==> config.mk <==
export PLATFORM = sky130hd
export DESIGN_NAME = accum_seq_ctrl
export DESIGN_NICKNAME = d
export VERILOG_FILES = /design/src/rtl/accum_pkg.sv /design/src/rtl/accum_pc_unit.sv /design/src/rtl/accum_seq_ctrl.sv
export SDC_FILE = /design/constraint.sdc
export NUM_CORES = 1
export LEC_CHECK = 0
export CORE_UTILIZATION = 51
export DETAILED_ROUTE_END_ITERATION = 8
export PLACE_DENSITY = 0.77
export SYNTH_ARGS = -nofsm -noshare
export SYNTH_HDL_FRONTEND = slang
export SYNTH_SLANG_ARGS = --single-unit
==> constraint.sdc <==
create_clock -name Clk -period 3.4 [get_ports Clk]
set_input_delay 0.51 -clock Clk [delete_from_list [all_inputs] [get_ports Clk]]
set_output_delay 0.51 -clock Clk [all_outputs]
set_load 0.05 [all_outputs]
==> src/rtl/accum_pkg.sv <==
// Shared definitions for the accumulator sequencer: FSM states, opcode values
// and instruction field positions.
package accum_pkg;

    typedef enum logic [2:0] {
        S_IDLE,
        S_FETCH,
        S_EXEC,
        S_MEM,
        S_HALT
    } state_t;

    localparam logic [3:0] OP_ADD  = 4'd0;
    localparam logic [3:0] OP_LOAD = 4'd1;
    localparam logic [3:0] OP_MVTO = 4'd3;
    localparam logic [3:0] OP_OR   = 4'd4;
    localparam logic [3:0] OP_XOR  = 4'd5;
    localparam logic [3:0] OP_XORR = 4'd6;
    localparam logic [3:0] OP_AND  = 4'd7;
    localparam logic [3:0] OP_STR  = 4'd8;
    localparam logic [3:0] OP_SLT  = 4'd9;
    localparam logic [3:0] OP_SEQ  = 4'd10;
    localparam logic [3:0] OP_BTRU = 4'd11;
    localparam logic [3:0] OP_SUB  = 4'd12;

    localparam logic [2:0] OPI_HALT = 3'd0;
    localparam logic [2:0] OPI_ADDI = 3'd1;
    localparam logic [2:0] OPI_SUBI = 3'd2;
    localparam logic [2:0] OPI_B    = 3'd3;
    localparam logic [2:0] OPI_LSLI = 3'd4;
    localparam logic [2:0] OPI_LSRI = 3'd5;

    localparam int IR_W      = 9;
    localparam int IR_TYPE   = 8;
    localparam int IR_ROP_HI = 7;
    localparam int IR_ROP_LO = 4;
    localparam int IR_IOP_HI = 7;
    localparam int IR_IOP_LO = 5;
    localparam int IR_IMM_HI = 4;
    localparam int IR_REG_HI = 3;

    // R-type ops whose ALU result lands in the accumulator
    function automatic logic isAccROp(input logic [3:0] op);
        logic hit;
        hit = 1'b0;
        case (op)
            OP_ADD, OP_OR, OP_XOR, OP_XORR, OP_AND,
            OP_SLT, OP_SEQ, OP_SUB: hit = 1'b1;
            default:                hit = 1'b0;
        endcase
        return hit;
    endfunction

    function automatic logic isAccIOp(input logic [2:0] op);
        logic hit;
        hit = 1'b0;
        case (op)
            OPI_ADDI, OPI_SUBI, OPI_LSLI, OPI_LSRI: hit = 1'b1;
            default:                                hit = 1'b0;
        endcase
        return hit;
    endfunction

endpackage

==> src/rtl/accum_pc_unit.sv <==
// Program counter: synchronous clear, +1 step or signed 5-bit relative jump,
// all arithmetic wrapping modulo 2**PC_W.
module accum_pc_unit #(
    parameter int PC_W = 10
) (
    input  logic            Clk,
    input  logic            Reset,
    input  logic            clear_i,
    input  logic            inc_i,
    input  logic            rel_i,
    input  logic [4:0]      relOff_i,
    output logic [PC_W-1:0] pc_o
);

    logic [PC_W-1:0] pc_q;
    logic [PC_W-1:0] pc_d;

    always_comb begin
        pc_d = pc_q;
        if (clear_i) begin
            pc_d = '0;
        end else if (rel_i) begin
            pc_d = pc_q + {{(PC_W-5){relOff_i[4]}}, relOff_i};
        end else if (inc_i) begin
            pc_d = pc_q + PC_W'(1);
        end
    end

    always_ff @(posedge Clk or posedge Reset) begin
        if (Reset) begin
            pc_q <= '0;
        end else begin
            pc_q <= pc_d;
        end
    end

    assign pc_o = pc_q;

endmodule

==> src/rtl/accum_seq_ctrl.sv <==
// Multi-cycle sequencer for the accumulator ALU: fetches into an IR, decodes,
// and drives ALU, register-file, accumulator, data-memory and PC control.
module accum_seq_ctrl
    import accum_pkg::*;
#(
    parameter int PC_W    = 10,
    parameter int TIMEOUT = 255,
    parameter int CNT_W   = 16
) (
    input  logic             Clk,
    input  logic             Reset,
    input  logic             Start,
    input  logic [8:0]       InstrIn,
    output logic [PC_W-1:0]  PcOut,
    output logic             AluType,
    output logic [3:0]       AluROp,
    output logic [2:0]       AluIOp,
    output logic [4:0]       AluImm,
    output logic [3:0]       RegAddr,
    input  logic             BranchIn,
    output logic             AccWrEn,
    output logic             RegWrEn,
    output logic             MemReq,
    output logic             MemWe,
    input  logic             MemAck,
    output logic             Busy,
    output logic             Halted,
    output logic             Fault,
    output logic [CNT_W-1:0] Retired
);

    localparam int WAIT_W = (TIMEOUT > 1) ? $clog2(TIMEOUT) : 1;

    state_t            state_q, state_d;
    logic [IR_W-1:0]   ir_q;
    logic [WAIT_W-1:0] waitCnt_q;
    logic [CNT_W-1:0]  retired_q;
    logic              fault_q, memReq_q, memWe_q;

    logic       isRType, isMemOp, isHaltOp, memTimeout;
    logic [3:0] rOp;
    logic [2:0] iOp;
    logic       pcClear, pcInc, pcRel, retire;
    logic [4:0] relOff;

    assign isRType    = ir_q[IR_TYPE];
    assign rOp        = ir_q[IR_ROP_HI:IR_ROP_LO];
    assign iOp        = ir_q[IR_IOP_HI:IR_IOP_LO];
    assign isMemOp    = isRType && ((rOp == OP_LOAD) || (rOp == OP_STR));
    assign isHaltOp   = !isRType && (iOp == OPI_HALT);
    // Ack on the final wait cycle still wins over the timeout
    assign memTimeout = (state_q == S_MEM) && !MemAck &&
                        (waitCnt_q == WAIT_W'(TIMEOUT - 1));

    always_ff @(posedge Clk or posedge Reset) begin
        if (Reset) begin
            state_q <= S_IDLE;
        end else begin
            state_q <= state_d;
        end
    end

    always_comb begin
        state_d = state_q;
        case (state_q)
            S_IDLE:  if (Start) state_d = S_FETCH;
            S_FETCH: state_d = S_EXEC;
            S_EXEC: begin
                if (isMemOp)       state_d = S_MEM;
                else if (isHaltOp) state_d = S_HALT;
                else               state_d = S_FETCH;
            end
            S_MEM: begin
                if (MemAck)          state_d = S_FETCH;
                else if (memTimeout) state_d = S_HALT;
            end
            S_HALT:  if (Start) state_d = S_FETCH;
            default: state_d = S_IDLE;
        endcase
    end

    always_comb begin
        AccWrEn = 1'b0;
        RegWrEn = 1'b0;
        pcClear = 1'b0;
        pcInc   = 1'b0;
        pcRel   = 1'b0;
        relOff  = ir_q[IR_IMM_HI:0];
        retire  = 1'b0;
        case (state_q)
            S_IDLE, S_HALT: pcClear = Start;
            S_EXEC: begin
                if (!isMemOp && !isHaltOp) begin
                    retire = 1'b1;
                    if (isRType) begin
                        AccWrEn = isAccROp(rOp);
                        RegWrEn = (rOp == OP_MVTO);
                        if ((rOp == OP_BTRU) && BranchIn) begin
                            pcRel  = 1'b1;
                            relOff = {ir_q[IR_REG_HI], ir_q[IR_REG_HI:0]};
                        end else begin
                            pcInc = 1'b1;
                        end
                    end else begin
                        AccWrEn = isAccIOp(iOp);
                        if (iOp == OPI_B) pcRel = 1'b1;
                        else              pcInc = 1'b1;
                    end
                end
            end
            S_MEM: begin
                if (MemAck) begin
                    AccWrEn = (rOp == OP_LOAD);
                    pcInc   = 1'b1;
                    retire  = 1'b1;
                end
            end
            default: ;
        endcase
    end

    always_ff @(posedge Clk or posedge Reset) begin
        if (Reset) begin
            ir_q      <= '0;
            waitCnt_q <= '0;
            retired_q <= '0;
            fault_q   <= 1'b0;
            memReq_q  <= 1'b0;
            memWe_q   <= 1'b0;
        end else begin
            if (state_q == S_FETCH) ir_q <= InstrIn;
            waitCnt_q <= (state_q == S_MEM) ? waitCnt_q + WAIT_W'(1) : '0;
            if (retire && (retired_q != '1)) retired_q <= retired_q + CNT_W'(1);
            if (memTimeout) begin
                fault_q <= 1'b1;
            end else if ((state_q == S_HALT) && Start) begin
                fault_q <= 1'b0;
            end
            if ((state_q == S_EXEC) && isMemOp) begin
                memReq_q <= 1'b1;
                memWe_q  <= (rOp == OP_STR);
            end else if ((state_q == S_MEM) && (MemAck || memTimeout)) begin
                memReq_q <= 1'b0;
                memWe_q  <= 1'b0;
            end
        end
    end

    accum_pc_unit #(.PC_W(PC_W)) uPc (
        .Clk      (Clk),
        .Reset    (Reset),
        .clear_i  (pcClear),
        .inc_i    (pcInc),
        .rel_i    (pcRel),
        .relOff_i (relOff),
        .pc_o     (PcOut)
    );

    assign AluType = isRType;
    assign AluROp  = isRType ? rOp : 4'd0;
    assign AluIOp  = isRType ? 3'd0 : iOp;
    assign AluImm  = ir_q[IR_IMM_HI:0];
    assign RegAddr = ir_q[IR_REG_HI:0];
    assign MemReq  = memReq_q;
    assign MemWe   = memWe_q;
    assign Busy    = (state_q == S_FETCH) || (state_q == S_EXEC) || (state_q == S_MEM);
    assign Halted  = (state_q == S_HALT);
    assign Fault   = fault_q;
    assign Retired = retired_q;

endmodule
After elaboration in Yosys (flattened, before gate mapping)
Memories as Yosys holds them, arrays and structs flattened.
Index checks and enable logic that the tools add are counted.
- register bits after elaboration: 49
- ROM bits: 16
- input bits: 14
- output and inout bits: 50
- word-level logic and storage cells: 99
- memories kept: 1
- memories (name ; depth ; width ; read ports ; clocked after Yosys merged registers in ; write ports ; RTL line ; RTL):
    (name not given) ; 16 ; 1 ; 1 ; 0 ; 0 ; accum_pkg.sv:46 ; case (op)
- add/sub/neg operators: 4
- equal/unequal tests: 17
- multiplexer cells: 43
- reduce and logical (&&, ||, !) cells: 26
- operators by type and width (operator ; count):
    $mux W10 ; 3
    $mux W1 ; 24
    $mux W5 ; 4
    $mux W3 ; 6
    $add A16 B1 Y16 const B ; 1
    $ne A16 B16 Y1 const B ; 1
    $eq A3 B2 Y1 const B ; 4
    $pmux W3 S4 ; 1
    $add A10 B1 Y10 const B ; 1
    $add A10 B10 Y10 ; 1
    $logic_and A1 B1 Y1 ; 10
    $eq A3 B3 Y1 const B ; 3
    $add A8 B1 Y8 const B ; 1
    $eq A4 B4 Y1 const B ; 2
    $eq A8 B8 Y1 const B ; 1
    $mux W8 ; 1
    $eq A3 B1 Y1 const B ; 2
    $logic_not A3 Y1 ; 2
    $pmux W1 S2 ; 3
    $eq A4 B1 Y1 const B ; 1
    $eq A4 B2 Y1 const B ; 1
    $logic_not A1 Y1 ; 4
    $logic_or A1 B1 Y1 ; 4
    $mux W4 ; 1
    other kinds (7) ; 8

Logic depth before layout (Yosys ltp)
Gate-level depths: netlist (run 1).
- depth after elaboration: 10
- mapped depth: 15

Cells and area by module
Synthesis (run 1) repeated with hierarchy kept, for this count alone.
- cell total of the unflattened synthesis: 324
- area total of the unflattened synthesis: 3086.7 um^2
- by module, submodules not included (module ; instances ; cells an instance ; area each (um^2) ; seq. area each (um^2)):
    accum_seq_ctrl ; 1 ; 212 ; 2170.8 ; 975.9
    accum_pc_unit ; 1 ; 112 ; 915.9 ; 250.2

Worst setup path after synthesis (run 1)
OpenSTA, ideal clock, no wires.
- kind: reg2reg
- start: register ir_q[8]
- end: register uPc.pc_q[6] (netlist: uPc.pc_o[6])
- setup time: 122 ps
- data arrival time: 3138 ps
- required time: 3278 ps
- setup slack: 140 ps
- stages on the path, launching flop included: 14
- path buffers: 0
- period minus slack after synthesis: 3260 ps
- cell sequence: dfrtp_1 or4_4 o211ai_4 a21oi_1 nand2b_1 ha_1 inv_1 fa_1 nand2b_1 a21oi_1 nand3_1 mux2i_1 o211ai_1 a21boi_2
- word-level cells in the longest chain between the ends: 9
- ends and longest elaborated chain (item ; RTL line ; RTL):
    start, declared ; accum_seq_ctrl.sv:35 ; logic [IR_W-1:0] ir_q;
    start signal, assigned ; accum_seq_ctrl.sv:131 ; if (state_q == S_FETCH) ir_q <= InstrIn;
    $logic_not A1 Y1 ; accum_seq_ctrl.sv:50 ; assign isHaltOp = !isRType && (iOp == OPI_HALT);
    $logic_and A1 B1 Y1 ; accum_seq_ctrl.sv:50 ;
    $logic_not A1 Y1 ; accum_seq_ctrl.sv:93 ; if (!isMemOp && !isHaltOp) begin
    $logic_and A1 B1 Y1 ; accum_seq_ctrl.sv:93 ;
    $mux W5 ; accum_seq_ctrl.sv:93 ;
    $mux W5 ; accum_seq_ctrl.sv:90 ; case (state_q)
    $add A10 B10 Y10 ; accum_pc_unit.sv:23 ; pc_d = pc_q + {{(PC_W-5){relOff_i[4]}}, relOff_i};
    $mux W10 ; accum_pc_unit.sv:22 ; end else if (rel_i) begin
    $mux W10 ; accum_pc_unit.sv:20 ; if (clear_i) begin
    end signal, assigned ; accum_pc_unit.sv:33 ; pc_q <= pc_d;
    end, declared ; accum_pc_unit.sv:15 ; logic [PC_W-1:0] pc_q;
Parallel ways exist; a longest one is shown, timed or not.
A chain may end at the register's enable or synchronous reset.

Worst setup path in the final report (run 1)
- start: register ir_q[5]
- end: output port RegWrEn
- word-level cells in the longest chain between the ends: 7
- ends and longest elaborated chain (item ; RTL line ; RTL):
    $eq A4 B1 Y1 / $eq A4 B4 Y1 (equally long branches) ; accum_seq_ctrl.sv:49 ; assign isMemOp = isRType && ((rOp == OP_LOAD) || (rOp == OP_STR));
    $logic_or A1 B1 Y1 ; accum_seq_ctrl.sv:49 ;
    $logic_and A1 B1 Y1 ; accum_seq_ctrl.sv:49 ;
    $logic_not A1 Y1 ; accum_seq_ctrl.sv:93 ;
    $logic_and A1 B1 Y1 ; accum_seq_ctrl.sv:93 ;
    $mux W1 * ; accum_seq_ctrl.sv:93 ;
    $mux W1 * ; accum_seq_ctrl.sv:90 ;
    end, declared ; accum_seq_ctrl.sv:22 ; output logic RegWrEn,
Every way passes the cells marked *; elsewhere a longest branch is shown, timed or not.

==> impl_metrics.yaml, run 1 <==
run_status:
  status: "complete, no violations"
worst_setup_path:
  arrival_ns: 2.67
  cp_cell_sequence: "inv_1, ha_1, mux2i_2, o211ai_4, buf_4, nor3b_1, clkdlybuf4s50_1"
  cp_slowest_cell: "clkdlybuf4s50_1"
  cp.buffers_inverters: 3
  critical_path.top_delay_family: "buffers and inverters"
  start_kind: "register"
  required_ns: 2.89
  cp_num_cells: 7
  path_class: "register to primary output"
  worstPathMaxFanout: 8
  slowest_delay_ns: 0.84
  cp-end-kind: "primary output"
  worstRegToRegCells: 15
finish:
  drive_above_1_share_pct: 9.32
  fin_area_mm2: 0.00365
  diodes: 0
  areaGrowthSynthToFinish_pct: 26.5
  layout.nets: 379
timing:
  timing.final.ws_setup_ns: 0.215
  hold_viol: 0
  relSlewSlack_pct: 31.4
  rsz0062_at_grt: "no"
  period_share_pct: 93.7
  fmax_ghz: 0.314
  fin_setup_tns_ns: 0
  period_minus_slack_ns: 3.18
  finClkSkew_ns: 0.0114
  worstMarginPinSlew_ns: 1.03
  slew_viol_final: 0
  finalSetupViolCount: 0
route:
  firstDrtPassIters: 4
  via_per_inst: 5.66
  wl_per_cell_um: 14.9
  antenna_left: 0
  wl_um: 6340
  vias: 2411
  post-route-drc-count: 0
  drt_iter0_drc: 302
clock_network:
  cts_root_buf: "clkbuf_8"
  hold_buffers: 0
  cts_buffers: 5
  htree_levels: 2
  clock-sinks: 49
  cts_tree: "done"
  post_cts_buffers: 0
  clk_path_buf_depth: 2
  clkTransAtPathRegs_ns: 0.09
  worstSkewPairLatency_ns: 0.30
grt:
  grt_pass1_vias: 2268
  antenna_found_initial: 0
  grtUsageTotal_pct: 22.1
  grt_max_degree: 50
  gr-total-overflow: 0
  grt_pass1_wl_um: 10500
place:
  io_buffers: 63
  dpl_cell_area_mm2: 0.00352
  dp_hpwl_um: 4400
  place.gp.congestion: 0.874
  place_ws_ns: 0.180
die:
  io_pins: 64
  die-area_mm2: 0.00595
  std_cell_rows: 27
  core_mm2: 0.00547
  die_y_um: 77.2
  die-width_um: 77.2
  start_util_pct: 52.7
yosys:
  synth_seq_cells: 49
  yosysSeqAreaShare_pct: 42.6
  postSynthAreaPerCell_um2: 9.77
  synth_edf_count: 0
  ys.flop_type: "dfrtp_1"
  synth.net_count: 321
  synth_area_mm2: 0.00288
  yosysWarnings: 0
  ys_types: 51
  synthArstFlopShare_pct: 100
  netlist_instances: 295
flow_run:
  max_cap_violations: 0
min_path:
  hold_class: "register to register"
  hold_path_depth: 1
power_and_ir_drop:
  peakVddDrop_mv: 0.537
  p_per_area_mw_per_mm2: 923
  p_leak_nw: 1.55
## state kept, by name, summed over array words and instances (netlist names)
register and cells:
MemReq 1, uPc.pc_o 10, ir_q 9, waitCnt_q 8, Fault 1, Retired 16, MemWe 1, state_q 3
## power by group
group,total [mW],internal (mW),switching [mW],leakage (nW)
clock network,0.434,0.240,0.194,0.0585
registers,0.938,0.742,0.196,0.639
logic,1.99,0.709,1.28,0.851
## path summary, 6_finish.rpt
| kind | startpoint | end | slack [ns] |
|---|---|---|---|
| max in group asynchronous | Reset | ir_q[5] | 1.94 |
| worst min-delay path | uPc.pc_o[9] | uPc.pc_o[9] | 0.49 |
| worst min register to register | uPc.pc_o[9] | uPc.pc_o[9] | 0.49 |
| worst max register to register | ir_q[5] | uPc.pc_o[6] | 0.27 |
| min in group asynchronous | Reset | waitCnt_q[5] | 0.77 |
| worst max-delay path | ir_q[5] | RegWrEn | 0.22 |
## synthesized netlist by cell type (all sizes together), types with 2 or more instances
cell type   n  area share (%)
nand2      23             3.0
o22ai       2            0.43
nor2       26             3.4
nand3      20             3.5
and3b       2            0.61
nand4       7             1.7
dfrtp      49              43
xor2       13             4.0
and3        4            0.87
clkbuf      3            0.39
nor4        2            0.43
nor3b       3            0.96
o21ai       9             1.6
mux2        8             3.1
a21oi      12             2.9
and2        9             2.0
buf        14             3.7
or3         2            0.43
nor2b       5             1.1
a211oi      4             1.0
o211ai      5             1.8
nor3        5            0.87
a31oi       4            0.87
mux2i       7             2.4
ha         11             4.8
inv        13             1.7
nand2b      6             1.3
xnor2      11             3.3
## worst reg2reg max path, delay by kind of cell (launching register included)
family | cells | cell delay, ns
AOI/OAI and AO/OA | 5 | 0.86
adders and majority gates | 3 | 0.83
buffers and inverters | 2 | 0.19
DFF | 1 | 0.47
muxes | 2 | 0.30
and+or+nand+nor | 3 | 0.38
## layer usage
| metal | wire length [um] | track usage [%] | vias to the layer above |
|---|---|---|---|
| li1 | - | - | 1144 |
| met1 | 2860 | 28.9 | 1161 |
| met2 | 2930 | 34.6 | 93 |
| met3 | 435 | 5.24 | 13 |
| met4 | 109 | 9.62 | 0 |
| met5 | 0 | 0 | - |
## metrics by stage
step	power, mW	util [%]	hold WS, ns	instances
2_1_floorplan	2.40	-	0.492	295
3_3_place_gp	2.89	64.3	0.474	418
3_5_place_dp	2.92	64.3	0.486	418
4_1_cts	3.36	66.5	0.500	426
5_1_grt	3.55	66.6	0.511	426
6_report	3.36	66.6	0.495	426
## cells by family (layout without fill, tap and decap cells)
group                      Yosys count  in the layout  share of synthesized area, %
adders and majority gates           12             12                          5.47
buffers and inverters               30             89                          5.82
and+or+nand+nor                    118            118                          21.4
muxes                               15             15                          5.56
xor gates and xnor gates            24             24                          7.29
AOI/OAI and AO/OA                   47             47                          11.9
DFF                                 49             49                          42.6
## final cells by class
| class | count | area [um^2] |
|---|---|---|
| fill | 460 | 1830 |
| sequential | 49 | 1230 |
| timing repair buffer | 68 | 668 |
| clock inverter | 1 | 30.0 |
| clock buffer | 7 | 86.3 |
| multi-input combinational | 216 | 1500 |
| tap | 72 | 90.1 |
| inverter | 13 | 48.8 |
## layout by cell type (no fill, tap or decap), types with 8 or more instances in the layout
cell type and n:
clkdlybuf4s50_1 63, and2_1 8, a21oi_1 9, inv_1 12
xor2_1 13, xnor2_1 11, dfrtp_1 48, mux2_2 8
nand3_1 20, nand2_1 23, ha_1 11, nor2_1 26
o21ai_0 9
## repair_timing
item	4_1_cts	5_1_grt
endpoints found under the setup margin	0	5
resized for setup	0	3
endpoints found under the hold margin	0	0
Note: power is estimated with default switching activity, not from simulation.
==> run 2: changes to the inputs <==
--- a/config.mk
+++ b/config.mk
@@ -6,4 +6,5 @@
 export NUM_CORES = 1
 export LEC_CHECK = 0
+export CAP_MARGIN = 20
 export CORE_UTILIZATION = 51
 export DETAILED_ROUTE_END_ITERATION = 8
==> constraint.sdc (replaced) <==
create_clock -name Clk -period 3.4 [get_ports Clk]
set_input_delay 0.51 -clock Clk [delete_from_list [all_inputs] [get_ports Clk]]
set_output_delay 0.51 -clock Clk [all_outputs]
set_load 0.1 [all_outputs]
==> impl_metrics.yaml, run 2 (synthesis gave the netlist of run 1 again) <==
run_status:
  status: "complete, no violations"
timing:
  rsz0062_at_grt: "no"
  fin_setup_tns_ns: 0
  finClkSkew_ns: 0.00372
  period_minus_slack_ns: 3.12
  slew_viol_final: 0
  fmax_ghz: 0.321
  finalSetupViolCount: 0
  hold_viol: 0
  relSlewSlack_pct: 33.6
  period_share_pct: 91.7
  worstMarginPinSlew_ns: 0.992
grt:
  gr-total-overflow: 0
  grt_pass1_vias: 2145
  grt_pass1_wl_um: 10000
  grtUsageTotal_pct: 20.8
  grt_max_degree: 50
  antenna_found_initial: 0
worst_setup_path:
  path_class: "register to register"
  arrival_ns: 3.28
  required_ns: 3.57
  start_kind: "register"
  worstPathMaxFanout: 8
  worstRegToRegCells: 14
  cp-end-kind: "register"
die:
  io_pins: 64
  die-area_mm2: 0.00595
  die_y_um: 77.2
  core_mm2: 0.00547
  die-width_um: 77.2
  start_util_pct: 52.7
  std_cell_rows: 27
finish:
  drive_above_1_share_pct: 13.2
  fin_util_pct: 66.2
  nFillCells: 459
  largest_register_ff_count: 16
  layout.nets: 380
  final_common_cell: "clkdlybuf4s50_1"
  areaGrowthSynthToFinish_pct: 25.7
  most-common-layout-cells: "clkdlybuf4s50_1 (52), dfrtp_1 (48), nor2_1 (26), nand2_1 (23), nand3_1 (20)"
  diodes: 0
clock_network:
  post_cts_buffers: 0
  clk_path_buf_depth: 2
  cts_buffers: 5
  clkTransAtPathRegs_ns: 0.09
  htree_levels: 2
  cts_root_buf: "clkbuf_8"
  clock-sinks: 49
  worstSkewPairLatency_ns: 0.30
  cts_tree: "done"
route:
  vias: 2322
  drt_iter0_drc: 138
  wl_per_cell_um: 14.3
  wl_um: 6110
  via_per_inst: 5.44
  antenna_left: 0
  firstDrtPassIters: 4
  post-route-drc-count: 0
place:
  io_buffers: 63
  dp_hpwl_um: 4420
  place.gp.congestion: 0.860
min_path:
  hold_class: "register to register"
  hold_path_depth: 1
flow_run:
  max_cap_violations: 0
## run 2: final timing paths
check	startpoint	to	slack (ns)
worst max register to register	ir_q[5]	uPc.pc_o[7]	0.28
worst min-delay path	uPc.pc_o[9]	uPc.pc_o[9]	0.49
worst max-delay path	ir_q[5]	uPc.pc_o[7]	0.28
worst min register to register	uPc.pc_o[9]	uPc.pc_o[9]	0.49
min in group asynchronous	Reset	waitCnt_q[7]	0.56
max in group asynchronous	Reset	ir_q[8]	2.32
## run 2: critical path, cell delays in order, from the launching register on
cell and delay (ns):
dfrtp_1 0.47, inv_1 0.13, ha_1 0.24, mux2i_2 0.26
o211ai_4 0.10, a21oi_1 0.24, nand2_1 0.14, inv_1 0.08
ha_1 0.24, a211oi_1 0.30, o21ba_2 0.24, a211oi_1 0.06
nor3_1 0.25, xor2_1 0.15, o21ai_0 0.08
## run 2: stage by stage
| step | hold WS (ns) | cell area, um^2 | worst slack (ns) | std cells |
|---|---|---|---|---|
| after floorplan | 0.492 | 2890 | 0.0667 | 295 |
| after global placement | 0.477 | 3500 | 0.375 | 418 |
| after detailed placement | 0.483 | 3500 | 0.209 | 418 |
| after CTS | 0.496 | 3600 | 0.197 | 426 |
| after global routing | 0.525 | 3620 | 0.00291 | 427 |
| final | 0.494 | 3620 | 0.282 | 427 |
## run 2: layout make-up
type	instances	area, um^2	share of cell area, %
Sequential cell	49	1230	33.9
Inverter	13	48.8	1.35
Multi-Input combinational cell	216	1500	41.4
Clock buffer	6	82.6	2.28
Clock inverter	2	13.8	0.380
Tap cell	72	90.1	2.49
Timing Repair Buffer	69	661	18.2
## run 2: layer usage
layer	track usage, %	part of all wire [%]	up-vias
met5	0	0	-
met4	5.66	0.34	0
met1	29.7	47	1113
met3	3.45	4.9	4
met2	32.5	47	65
li1	-	-	1140
## run 2: repair_timing
action | 4_1_cts | 5_1_grt
endpoints found under the setup margin | 0 | 3
gates resized for setup | 0 | 2
hold buffers | 0 | 0
Power of run 2 is not shown: default switching activity piles up to over one toggle a cycle in this logic, so the estimate is an artifact.
==> run 3: changes to the inputs <==
Settings changed: TNS_END_PERCENT from default to 10.
==> impl_metrics.yaml, run 3 (synthesis gave the netlist of run 1 again) <==
route:
  wl_per_cell_um: 14.4
  drt_iter0_drc: 160
  wl_um: 6140
  post-route-drc-count: 0
  firstDrtPassIters: 4
  antenna_left: 0
  vias: 2310
  via_per_inst: 5.41
grt:
  grt_max_degree: 50
  grtUsageTotal_pct: 21.9
  grt_pass1_wl_um: 10400
  grt_pass1_vias: 2173
  gr-total-overflow: 0
  antenna_found_initial: 0
timing:
  fin_setup_tns_ns: 0
  finalSetupViolCount: 0
  period_minus_slack_ns: 3.13
  timing.final.ws_setup_ns: 0.275
  relSlewSlack_pct: 32.8
  period_share_pct: 91.9
  hold_viol: 0
  fmax_ghz: 0.320
  worstMarginPinSlew_ns: 1.01
  rsz0062_at_grt: "no"
  slew_viol_final: 0
  finClkSkew_ns: 0.00539
finish:
  diodes: 0
  final_common_cell: "clkdlybuf4s50_1"
  most-common-layout-cells: "clkdlybuf4s50_1 (51), dfrtp_1 (49), nor2_1 (26), nand2_1 (23), nand3_1 (20)"
  largest_register_ff_count: 16
  layout.cells.non_filler: 427
  layout.nets: 380
  drive_above_1_share_pct: 13.0
  fin_util_pct: 66.5
  areaGrowthSynthToFinish_pct: 26.3
worst_setup_path:
  required_ns: 3.57
  start_kind: "register"
  path_class: "register to register"
  worstRegToRegCells: 14
  worstPathMaxFanout: 8
  cp-end-kind: "register"
  arrival_ns: 3.29
die:
  io_pins: 64
  die_y_um: 77.2
  std_cell_rows: 27
  die-area_mm2: 0.00595
  die-width_um: 77.2
  core_mm2: 0.00547
  start_util_pct: 52.7
clock_network:
  clkTransAtPathRegs_ns: 0.09
  hold_buffers: 0
  clock-sinks: 49
  cts_tree: "done"
  worstSkewPairLatency_ns: 0.30
  htree_levels: 2
  cts_buffers: 5
  clk_path_buf_depth: 2
  cts_root_buf: "clkbuf_8"
min_path:
  hold_path_depth: 1
  hold_class: "register to register"
place:
  placedCellCount: 418
  io_buffers: 63
  dp_hpwl_um: 4390
  place.gp.congestion: 0.885
  place_ws_ns: 0.232
run_status:
  status: "complete, no violations"
flow_run:
  max_cap_violations: 0
==> run 3: changes by cell type in the layout (fill, tap and decap cells not counted) <==
cell	previous run	this run
clkdlybuf4s50_1	52	51
clkbuf_1	0	1
dfrtp_1	48	49
bufinv_16	0	1
buf_4	16	17
clkinv_2	1	0
dfrtp_2	1	0
clkinv_4	1	0
==> run 3: final timing paths <==
kind	start	to	slack (ns)
max reg2reg	ir_q[5]	uPc.pc_o[7]	0.27
max	ir_q[5]	uPc.pc_o[7]	0.27
max in group asynchronous	Reset	uPc.pc_o[7]	2.31
min reg2reg	uPc.pc_o[9]	uPc.pc_o[9]	0.49
min	uPc.pc_o[9]	uPc.pc_o[9]	0.49
min in group asynchronous	Reset	Fault	0.58
==> run 3: timing repair <==
item | 4_1_cts | 5_1_grt
setup buffers | 0 | 0
setup endpoints to repair | 0 | 3
resized for setup | 0 | 2
==> run 3: metal layers <==
layer / vias up / global-route usage [%] / share of wire (%)
li1: 1142 / - / -
met3: 4 / 5.12 / 5.6
met5: - / 0 / 0
met4: 0 / 5.28 / 0.47
met2: 66 / 34.1 / 47
met1: 1098 / 30.7 / 46
==> run 3: critical path: stages, from the launching register on <==
cell and delay (ns):
dfrtp_1 0.47, inv_1 0.13, ha_1 0.25, mux2i_2 0.25, o211ai_4 0.10, a21oi_1 0.24, nand2_1 0.14, inv_1 0.08
ha_1 0.24, a211oi_1 0.30, o21ba_2 0.25, a211oi_1 0.07, nor3_1 0.25, xor2_1 0.15, o21ai_0 0.09
==> run 3: area by class of cell <==
| type | count | area [um^2] |
|---|---|---|
| Clock buffer | 7 | 86.3 |
| Inverter | 13 | 48.8 |
| Clock inverter | 1 | 30.0 |
| Fill cell | 468 | 1830 |
| Multi-Input combinational cell | 216 | 1500 |
| Timing Repair Buffer | 69 | 658 |
| Sequential cell | 49 | 1230 |
| Tap cell | 72 | 90.1 |
==> run 3: per-stage QoR <==
stage / hold WS [ns] / area (um^2)
2_1_floorplan: 0.492 / 2890
3_3_place_gp: 0.478 / 3500
3_5_place_dp: 0.476 / 3500
4_1_cts: 0.496 / 3610
5_1_grt: 0.510 / 3640
6_report: 0.493 / 3640
Power of run 3 is left out for the same reason.
==> variant 1, RTL diff (flow settings as in run 2) <==
Make the reset (`Reset`) synchronous in 3 clocked blocks.
--- a/src/rtl/accum_pc_unit.sv
+++ b/src/rtl/accum_pc_unit.sv
@@ -27,5 +27,5 @@
     end
 
-    always_ff @(posedge Clk or posedge Reset) begin
+    always_ff @(posedge Clk) begin
         if (Reset) begin
             pc_q <= '0;
--- a/src/rtl/accum_seq_ctrl.sv
+++ b/src/rtl/accum_seq_ctrl.sv
@@ -53,5 +53,5 @@
                         (waitCnt_q == WAIT_W'(TIMEOUT - 1));
 
-    always_ff @(posedge Clk or posedge Reset) begin
+    always_ff @(posedge Clk) begin
         if (Reset) begin
             state_q <= S_IDLE;
@@ -120,5 +120,5 @@
     end
 
-    always_ff @(posedge Clk or posedge Reset) begin
+    always_ff @(posedge Clk) begin
         if (Reset) begin
             ir_q      <= '0;
Formal check against the unedited RTL: differs if Reset is asserted again (counterexample within 4 cycles, from zero or initial values and one cycle with Reset high); with Reset held inactive, the same outputs for 10 cycles.
==> variant 1 against run 2 <==
Routed wire length grew 2.5%. Largest cell class unchanged. Hold slack worse by 18 ps. Synthesized cell count rose by 16%. Sequential share of layout area fell by 5.6 points. Sequential cell count is 1 higher. Synthesized area fell by 2.1%. Worst setup slack got worse by 30 ps. Final area shrank 2.3%.
==> variant 1: results (changes against run 2) <==
outcome = completed
most frequent cells after synthesis = 50 x dfxtp_1, 46 x nor2_1, 24 x nand2_1, 23 x a21oi_1, 18 x o21ai_0
Worst Path Max Fanout = 3 (-5)
Via density = 5.46 (+0.43%)
total track usage = 22.2% (+1.5 points)
routability congestion estimate = 0.810 (-5.9%)
sequential area share after synthesis = 35.5% (-7.1 points)
largest cells by area after synthesis = dfxtp_1 35%, nor2_1 6.1%, ha_1 5.8%
dpl hpwl = 4570 um (+3.4%)
syn nets = 371 (+16%)
Worst EP arrival = 3400 ps (+120 ps)
1st-iter DRT viols = 120 (-13%)
largest net degree at the start of global routing = 25 (-50%)
layout cell share with drive strength beyond 1 = 9.60% (-3.6 points)
Synth Area in XOR/XNOR = 7.14% (-0.15 points)
first-pass GRT wire length = 10600 um (+5.3%)
nets = 423 (+11%)
Port Buffers = 63 (unchanged)
multiplexer area fraction after synthesis = 3.90% (-1.7 points)
max reg flops = 16 (unchanged)
skew final = 6.12 ps (+2.40 ps)
async set or reset register ratio after synthesis = 0% (-100 points)
Synth Area in Compound Gates = 14.1% (+2.1 points)
post-CTS setup buffers = 0 (unchanged)
vias in the first global route = 2399 (+12%)
cell area after placement = 0.00344 mm2 (-1.6%)
area share of fa/ha/maj cells after synthesis = 6.48% (+1.0 points)
Worst-Margin Slew = 982 ps (-9.85 ps)
met3 Usage GRT = 4.43% (+0.98 points)
Synthesis Warnings = 0 (unchanged)
met1 global-route usage = 27.6% (-2.1 points)
Fillers = 470 (+2.4%)
Yosys cell types = 48 (-5.9%)
min cycle time layout = 3150 ps (+30.4 ps)
Worst VDD drop = 0.235 mV
n_diodes = 0 (unchanged)
met2 usage = 38.7% (+6.3 points)
H-tree depth = 2 (unchanged)
DRT Wirelength = 6260 um (+2.5%)
[variant 1: changes by cell type after synthesis, moves of 8 or more]
cell,before,now
dfxtp_1,0,50
dfrtp_1,49,0
nor2_1,26,46
a21oi_1,10,23
or3_1,2,12
nand3_1,20,11
o21ai_0,9,18
clkbuf_1,3,11
mux2_2,8,0
[variant 1: path summary, 6_finish.rpt]
| kind | startpoint | to | slack (ps) | cells after the start |
|---|---|---|---|---|
| max | BranchIn | uPc.pc_o[9]$_SDFFE_PP0P_ | 250 | 13 |
| min | MemWe$_SDFFE_PP0P_ | MemWe$_SDFFE_PP0P_ | 480 | 2 |
| max reg2reg | ir_q[6]$_SDFFE_PP0N_ | uPc.pc_o[9]$_SDFFE_PP0P_ | 260 | 12 |
| min reg2reg | MemWe$_SDFFE_PP0P_ | MemWe$_SDFFE_PP0P_ | 480 | 2 |
[variant 1: routing by layer]
metal | up-vias | wire, um
met2 | 62 | 3040
met5 | - | 0
li1 | 1305 | -
met4 | 0 | 59
met1 | 1173 | 2890
met3 | 5 | 269
[variant 1: metrics by stage]
stage,utilization [%],instances,setup slack [ps],power (W)
2_1_floorplan,-,343,148,0.000974
3_3_place_gp,66.2,458,104,0.00105
3_5_place_dp,66.2,458,4.88,0.00105
4_1_cts,68.0,466,272,0.00142
5_1_grt,68.0,466,48.8,0.00146
6_report,68.0,466,252,0.00140
[variant 1: cell families after synthesis]
group	after synthesis
muxes	11
DFF	50
xor gates and xnor gates	23
and+or+nand+nor	144
buffers and inverters	36
adders and majority gates	14
AOI/OAI and AO/OA	65
[variant 1: layout make-up]
cell class              count  area [um2]  share of cell area, %
multi-input cells         257        1660                   47.0
flip-flops and latches     50        1000                   28.3
repair buffers             69         646                   18.2
well taps                  70        87.6                   2.48
clock buffers               5        68.8                   1.94
inverters                  12        45.0                   1.27
clock inverters             3        25.0                  0.707
[variant 1: where the power goes]
group	switching [W]	total, W	internal [W]
Combinational	0.000278	0.000393	0.000115
Sequential	0.0000356	0.000644	0.000608
Clock	0.000219	0.000368	0.000149
Total	0.000532	0.00140	0.000872
[variant 1: worst max-delay path: stages]
cell	delay (ps)
clkdlybuf4s50_1	450
nand4b_1	120
a2bb2oi_1	170
nor2_1	190
nand2_1	120
inv_1	70
ha_1	230
a211oi_1	380
o21ai_0	210
a311oi_1	370
xor2_1	130
or3_1	320
a21oi_1	130
==> variant 2, RTL diff (config.mk and constraints of run 2) <==
Made on the original files. `PC_W` is set to 10 in 2 places; all go to 12.
--- a/src/rtl/accum_pc_unit.sv
+++ b/src/rtl/accum_pc_unit.sv
@@ -2,5 +2,5 @@
 // all arithmetic wrapping modulo 2**PC_W.
 module accum_pc_unit #(
-    parameter int PC_W = 10
+    parameter int PC_W = 12
 ) (
     input  logic            Clk,
--- a/src/rtl/accum_seq_ctrl.sv
+++ b/src/rtl/accum_seq_ctrl.sv
@@ -4,5 +4,5 @@
     import accum_pkg::*;
 #(
-    parameter int PC_W    = 10,
+    parameter int PC_W    = 12,
     parameter int TIMEOUT = 255,
     parameter int CNT_W   = 16
Interface: changed (resized PcOut); port bits go from 64 to 66. The function was not compared with the original's and may differ.
==> variant 2 against run 2 <==
The run now ends with negative setup slack left. Routed wire length grew 18%. Cell count increased by 9.6%. First-iteration DRC count rose by 26%. Via count increased by 15%. Non-clock buffer count rose by 18. Clock skew is 1.2 ps higher. Sequential cell count rose by 2. Synthesized area up 5.9%. Final area increased by 12%. Worst setup slack lost 320 ps. Utilization is 5.7 points higher. Critical path type unchanged. Largest cell class unchanged. Highest routed layer unchanged.
Power is not shown: default switching activity piles up to over one toggle a cycle in this logic, so the estimate is an artifact.
==> variant 2: results (changes against run 2) <==
average wire per standard cell = 15.4 um (+7.9%)
Total Neg Setup Slack = -51.5 ps (-51.5 ps)
met2 WL = 3600 um (+25%)
failing checks = negative setup slack
vias in the first global route = 2579 (+20%)
Post-Route M1 WL = 3150 um (+8.8%)
nets = 421 (+11%)
sequential area share after synthesis = 41.8% (-0.75 points)
Syn Area/Cell = 9.57 um2 (-2.0%)
cell area after placement = 0.00380 mm2 (+8.7%)
Yosys cell types = 59 (+16%)
Inst Count DP = 453 (+8.4%)
Worst Path Max Fanout = 4 (-4)
Worst EP arrival = 3670 ps (+390 ps)
skew final = 4.96 ps (+1.23 ps)
largest net degree at the start of global routing = 42 (-16%)
Via density = 5.70 (+4.9%)
routability congestion estimate = 0.908 (+5.5%)
largest cells by area after synthesis = dfrtp_1 42%, ha_1 4.5%, xor2_1 4.3%
first-pass GRT wire length = 11900 um (+18%)
most frequent cells after synthesis = 51 x dfrtp_1, 27 x nand2_1, 27 x nor2_1, 18 x nand3_1, 16 x inv_1
syn nets = 345 (+7.5%)
FF-to-FF path depth = 12 (-2)
Port Buffers = 65 (+3.2%)
H-tree depth = 2 (unchanged)
final std cells w/o fill = 468 (+9.6%)
total track usage = 24.0% (+3.2 points)
Slew HR = 34.0% (+0.36 points)
antenna violations before repair = 0 (unchanged)
layout cell share with drive strength beyond 1 = 20.2% (+7.0 points)
final worst slack = -35.8 ps (-318 ps)
1st-iter DRT viols = 174 (+26%)
dpl hpwl = 5110 um (+15%)
final setup fails = 2 (+2)
outcome = finished, violations left
-- variant 2: logic make-up after synthesis --
kind of cell    Yosys count  synth area share [%]
mux                      12                  4.43
xor+xnor                 26                  7.46
flops                    51                  41.8
fa+ha+maj                12                  5.16
buf+inv                  35                  5.90
simple gates            120                  20.5
compound gates           63                  14.7
-- variant 2: layout make-up --
cell class	count	area (um2)
Clock buffer	6	82.6
Clock inverter	2	38.8
Fill cell	428	1590
Inverter	17	68.8
Multi-Input combinational cell	233	1690
Sequential cell	51	1280
Tap cell	72	90.1
Timing Repair Buffer	87	808
-- variant 2: repair_timing --
action | in CTS | in global routing
endpoints found under the setup margin | 4 | 7
setup buffers | 5 | 2
pin swaps | 6 | 5
hold buffers | 0 | 0
gates resized for setup | 5 | 11
-- variant 2: path summary, 6_finish.rpt --
| check | startpoint | endpoint | slack, ps |
|---|---|---|---|
| min reg2reg | Retired[12]$_DFFE_PP0P_ | Retired[12]$_DFFE_PP0P_ | 510 |
| min | Retired[12]$_DFFE_PP0P_ | Retired[12]$_DFFE_PP0P_ | 510 |
| max in group asynchronous | Reset | uPc.pc_o[1]$_DFFE_PP0P_ | 2070 |
| max | ir_q[4]$_DFFE_PP0N_ | uPc.pc_o[10]$_DFFE_PP0P_ | -40 |
| max reg2reg | ir_q[4]$_DFFE_PP0N_ | uPc.pc_o[10]$_DFFE_PP0P_ | -40 |
| min in group asynchronous | Reset | waitCnt_q[3]$_DFF_PP0_ | 690 |
-- variant 2: critical path, cell delays in order, from the launching register on --
cell	delay, ps
dfrtp_1	430
ha_2	220
mux2_4	270
a2111o_1	420
or3_1	370
ha_2	200
fa_2	360
a21o_1	180
a21o_1	210
o31ai_2	230
a2bb2oi_2	90
or3_1	310
o21ai_1	70
-- variant 2: per-stage QoR --
step	setup slack, ps	hold slack [ps]
6_report	-35.8	506
5_1_grt	-149	530
4_1_cts	9.41	506
3_5_place_dp	-74.4	488
3_3_place_gp	49.6	484
2_1_floorplan	-77.2	492
-- variant 2: metal layers --
layer	vias to the layer above	track usage, %
li1	1269	-
met4	0	7.82
met3	16	4.23
met5	-	0
met1	1311	30.5
met2	73	41.3
